$ cat config.mk
export PLATFORM = sky130hd
export DESIGN_NAME = nes_oam_dma
export DESIGN_NICKNAME = d
export VERILOG_FILES = /design/src/rtl/nes_oam_dma.sv
export SDC_FILE = /design/constraint.sdc
export NUM_CORES = 1
export LEC_CHECK = 0
export ABC_AREA = 1
export BUFFER_PORTS_ARGS = -buffer_cell sky130_fd_sc_hd__buf_2
export CAP_MARGIN = 20
export CORE_UTILIZATION = 40
export CTS_CLUSTER_SIZE = 24
export DETAILED_ROUTE_END_ITERATION = 16
export PLACE_DENSITY = 0.68
export SYNTH_ARGS = -nofsm -noshare
export SYNTH_HDL_FRONTEND = slang
export SYNTH_SLANG_ARGS = --single-unit
$ cat constraint.sdc
create_clock -name phi2 -period 1.6 [get_ports phi2]
set_input_delay 0.08 -clock phi2 [delete_from_list [all_inputs] [get_ports phi2]]
set_output_delay 0.08 -clock phi2 [all_outputs]
set_load 0.02 [all_outputs]
$ cat src/rtl/nes_oam_dma.sv
// rtl/nes_oam_dma.sv - NES sprite OAM DMA controller with CPU bus pass-through
//
// Purpose:
//   Watches for a CPU write to DMA_REG_ADDR, stalls the CPU through RDY,
//   takes the bus and copies XFER_LEN bytes from page {written byte, 00}
//   to OAM_DATA_ADDR as alternating read/write cycles, then hands the bus
//   back. Outside READ/WRITE the bus outputs mirror the CPU combinationally.
//
// Ports:
//   phi2      in   CPU clock, all state on rising edge
//   b_rst     in   synchronous reset, active-low
//   cpu_addr  in   [15:0] CPU address
//   cpu_rw    in   CPU direction (1 = read, 0 = write)
//   cpu_dout  in   [7:0] CPU write data
//   cpu_rdy   out  RDY to the CPU, 0 stalls it
//   bus_addr  out  [15:0] muxed external bus address
//   bus_rw    out  muxed external bus direction
//   bus_dout  out  [7:0] muxed external bus write data
//   bus_din   in   [7:0] external bus read data
//   dma_busy  out  high whenever the controller is not idle

module nes_oam_dma #(
  parameter logic [15:0] DMA_REG_ADDR  = 16'h4014,
  parameter logic [15:0] OAM_DATA_ADDR = 16'h2004,
  parameter int          XFER_LEN      = 256
) (
  input  logic        phi2,
  input  logic        b_rst,
  input  logic [15:0] cpu_addr,
  input  logic        cpu_rw,
  input  logic [7:0]  cpu_dout,
  output logic        cpu_rdy,
  output logic [15:0] bus_addr,
  output logic        bus_rw,
  output logic [7:0]  bus_dout,
  input  logic [7:0]  bus_din,
  output logic        dma_busy
);

  localparam logic [7:0] LAST_IDX = 8'(XFER_LEN - 1);

  typedef enum logic [2:0] {
    S_IDLE,
    S_HALT,
    S_ALIGN,
    S_READ,
    S_WRITE
  } state_t;

  state_t     state_q, state_d;
  logic [7:0] page_q, page_d;
  logic [7:0] idx_q, idx_d;
  logic [7:0] data_q, data_d;
  logic       parity_q, parity_d;
  logic       cpu_rdy_q, cpu_rdy_d;

  always_comb begin
    state_d  = state_q;
    page_d   = page_q;
    idx_d    = idx_q;
    data_d   = data_q;
    // parity 0 = get (read) cycle, 1 = put (write) cycle
    parity_d = ~parity_q;
    bus_addr = cpu_addr;
    bus_rw   = cpu_rw;
    bus_dout = cpu_dout;

    case (state_q)
      S_IDLE: begin
        // The trigger write itself still reaches the bus via the default mux.
        if (!cpu_rw && cpu_addr == DMA_REG_ADDR) begin
          page_d  = cpu_dout;
          idx_d   = 8'h00;
          state_d = S_HALT;
        end
      end
      S_HALT: begin
        // The 6502 only honours RDY on read cycles, so wait out its writes.
        if (cpu_rw) begin
          state_d = parity_q ? S_READ : S_ALIGN;
        end
      end
      S_ALIGN: begin
        state_d = S_READ;
      end
      S_READ: begin
        bus_addr = {page_q, idx_q};
        bus_rw   = 1'b1;
        data_d   = bus_din;
        state_d  = S_WRITE;
      end
      S_WRITE: begin
        bus_addr = OAM_DATA_ADDR;
        bus_rw   = 1'b0;
        bus_dout = data_q;
        // idx wraps on the last byte; its value after completion is unused.
        idx_d    = idx_q + 8'd1;
        state_d  = (idx_q == LAST_IDX) ? S_IDLE : S_READ;
      end
      default: begin
        state_d = S_IDLE;
      end
    endcase

    cpu_rdy_d = (state_d == S_IDLE);
  end

  always_ff @(posedge phi2) begin
    if (!b_rst) begin
      state_q   <= S_IDLE;
      page_q    <= 8'h00;
      idx_q     <= 8'h00;
      data_q    <= 8'h00;
      parity_q  <= 1'b0;
      cpu_rdy_q <= 1'b1;
    end else begin
      state_q   <= state_d;
      page_q    <= page_d;
      idx_q     <= idx_d;
      data_q    <= data_d;
      parity_q  <= parity_d;
      cpu_rdy_q <= cpu_rdy_d;
    end
  end

  assign cpu_rdy  = cpu_rdy_q;
  assign dma_busy = (state_q != S_IDLE);

endmodule

==> results.txt <==
Met2 Wirelength: 1840 um
Switching power: 0.000378 W
Power Dens Cells: 737 nW/um2
CP Capture Type: output pin
Synthesized net count: 289
Final HPWL DP: 2900 um
First-pass GRT wire length: 6440 um
Clock power frac: 0.418
Syn Area/Cell: 6.45 um2
Top layer in use: met4
Die width: 65.9 um
Cells on worst reg2reg path: 6
Pint: 0.00119 W
Final WL: 4120 um
MaxCap Viol Count: 0
Synth area leader: dfxtp_1
TNS Setup: 0 ns
Startpoint class of the critical path: flip-flop
Maximum root-to-sink buffer count: 2
R2R Path Start: state_q[0]$_SDFF_PN0_
Cell Chain, Critical Path: inv_2 -> nand2_2 -> nor2_8 -> nor2_4 -> inv_1 -> o22ai_1 -> buf_2
CTS tree: built
Vias in the first global route: 1475
Crit path arrival time: 1.47 ns
IO buf count: 61
Hold Vio Cnt, Final: 0
Largest cells by area after synthesis: dfxtp_1 36%, nand2_1 16%, nor2_1 12%, o21ai_0 6.7%, inv_1 4.6%
Layout cells sized above 1: 0.313
Via count: 1739
Core area: 3800 um2
Crit Path Category: flip-flop to output pin
Final Cycle Share: 0.970
Diode count: 0
Distinct cell type count after synthesis: 25
Via-to-Cell Ratio: 4.73
Antenna violations before repair: 0
Setup Skew: 0.00503 ns
Flop pwr share: 0.463
Cell chosen for the clock root: clkbuf_8
TritonCTS Buffers: 5
WL met1: 1980 um
Register-to-register setup slack: 0.27 ns
Tot GR Track Use: 0.197
Post-Place Cells: 356
Residual DRC count: 0
Sequential area share after synthesis: 0.356
Synth top area share: 0.356
Final Setup Violations: 0
Final GP Congestion: 0.827
GRT overflow: 0
Worst Path Required: 1.52 ns
Netlist Area Pre-Place: 1630 um2
Worst path slowest cell: dfxtp_2
Worst vdd ir: 0.475 mV
Critical path fanouts, max: 5
Yosys reg bits: 29
Die height: 65.9 um
Setup crit start: state_q[0]$_SDFF_PN0_
Area Growth Syn to Fin: 30.2%
Rel. slew slack: 0.753
Total Nets Final: 355
Final Non-Filler Cells: 368
Hold WC Path Type: primary input to flip-flop
R2r endpoint: page_q[1]$_SDFFE_PN0P_
Ports: 62
Worst-Skew Late Latency: 0.28 ns
Slew @ Worst Pin: 0.370 ns
Post-Syn Instances: 253
Initial Util: 0.430
Switching Share: 0.242
Clock slew at reported path FFs: 0.06 ns
CTS Sinks: 29
Critical Path Sink: bus_addr[15]
Routed Antenna Nets: 0
DR pass1 iterations: 4
DRT iter0 DRCs: 65
Hold Startpoint: cpu_dout[2]
Warnings, synthesis: 0
Slowest stage delay, CP: 0.35 ns
Largest net degree at the start of global routing: 26
Die area: 4340 um2
Fill count: 398
Highest Clock Rate: 644 MHz
Clock period minus worst slack: 1.55 ns
Leak Pwr: 1.05 nW
Fin. max-slew vios: 0
CTS H-tree lvls: 2
WL met3: 255 um
Combinational share of power: 0.119
Cell Rows: 22
Status: finished, final reports clean
WL/cell: 11.2 um
==> per-stage QoR <==
step | cell area (um2) | hold WS, ns | total power [W] | setup WS, ns | util
after floorplan | 1630 | 0.215 | 0.000837 | 0.280 | -
after global placement | 1970 | 0.327 | 0.000926 | 0.176 | 0.519
after detailed placement | 1970 | 0.326 | 0.000926 | 0.168 | 0.519
after CTS | 2100 | 0.0382 | 0.00158 | 0.0211 | 0.553
after global routing | 2120 | 0.0526 | 0.00163 | -0.0146 | 0.559
final | 2120 | 0.0400 | 0.00157 | 0.0478 | 0.559
==> critical path: cells and delay by family (launching register included) <==
kind	cells	cell delay, ns
buffers and inverters	3	0.37
and+or+nand+nor	3	0.31
AOI/OAI and AO/OA	1	0.16
DFF	1	0.35
==> power by group through the flow <==
stage	Combinational (W)	Clock [W]	Sequential [W]
2_1_floorplan	0.0000964	0	0.000740
3_3_place_gp	0.000185	0	0.000741
3_5_place_dp	0.000185	0	0.000741
4_1_cts	0.000186	0.000672	0.000725
5_1_grt	0.000203	0.000704	0.000725
6_report	0.000186	0.000654	0.000725
==> logic make-up after synthesis <==
logic type	share of synthesized area
adder cells (fa/ha/maj)	0.00767
AND/OR/NAND/NOR	0.394
flip-flops	0.356
AO/OA/AOI/OAI	0.140
buffers and inverters	0.103
==> layout by cell type, fill, tap and decap left out, types with 2 or more instances in the layout <==
| cell type | netlist | routed |
|---|---|---|
| nand2_1 | 69 | 69 |
| buf_2 | 1 | 59 |
| nor2_1 | 50 | 49 |
| dfxtp_1 | 29 | 26 |
| o21ai_0 | 22 | 22 |
| inv_1 | 20 | 20 |
| nand3_1 | 15 | 14 |
| a21oi_1 | 10 | 10 |
| buf_4 | 4 | 8 |
| clkbuf_8 | 0 | 7 |
| nand2_2 | 5 | 5 |
| nor2_2 | 3 | 4 |
| inv_2 | 3 | 3 |
| a22o_1 | 3 | 3 |
| dfxtp_2 | 0 | 3 |
| o22ai_1 | 2 | 2 |
| nand3_4 | 2 | 2 |
| o211ai_1 | 2 | 2 |
==> worst min path at each step <==
stage | to | cells past startpoint
floorplan | page_q[0]$_SDFFE_PN0P_ | 2
global placement | page_q[4]$_SDFFE_PN0P_ | 3
detailed placement | page_q[2]$_SDFFE_PN0P_ | 3
CTS | page_q[2]$_SDFFE_PN0P_ | 3
global route | page_q[3]$_SDFFE_PN0P_ | 3
finish | page_q[2]$_SDFFE_PN0P_ | 3
==> layer usage <==
| layer | up-vias | track usage |
|---|---|---|
| met4 | 0 | 0.0734 |
| met2 | 53 | 0.311 |
| met5 | - | 0 |
| met1 | 756 | 0.263 |
| met3 | 2 | 0.0362 |
| li1 | 928 | - |
==> sequential cells by signal, indices dropped and copies added (netlist names) <==
signal / count
idx_q: 8
page_q: 8
parity_q: 1
state_q: 3
data_q: 8
cpu_rdy: 1
==> cell usage after synthesis <==
library cell	instances
a21oi_1	10
a21oi_2	1
a22o_1	3
buf_2	1
buf_4	4
buf_6	2
clkbuf_1	3
dfxtp_1	29
ha_1	1
inv_1	20
inv_2	3
inv_4	2
nand2_1	69
nand2_2	5
nand3_1	15
nand3_4	2
nor2_1	50
nor2_2	3
nor2_4	1
nor2_8	1
nor3_1	1
o211ai_1	2
o21ai_0	22
o21ai_1	1
o22ai_1	2
==> timing repair <==
item,CTS,global route
pin swaps,1,1
setup endpoints to repair,5,23
buffers inserted,4,0
gates resized for setup,0,9
hold buffers,0,0
==> final cells by class <==
class	count	area (um2)	area share
clock inverters	1	5.00	0.00236
repair buffers	69	387	0.182
flip-flops and latches	29	584	0.275
inverters	25	101	0.0477
well taps	48	60.1	0.0283
multi-input cells	189	891	0.419
clock buffers	7	96.3	0.0453
(Power assumes the default switching activity.)
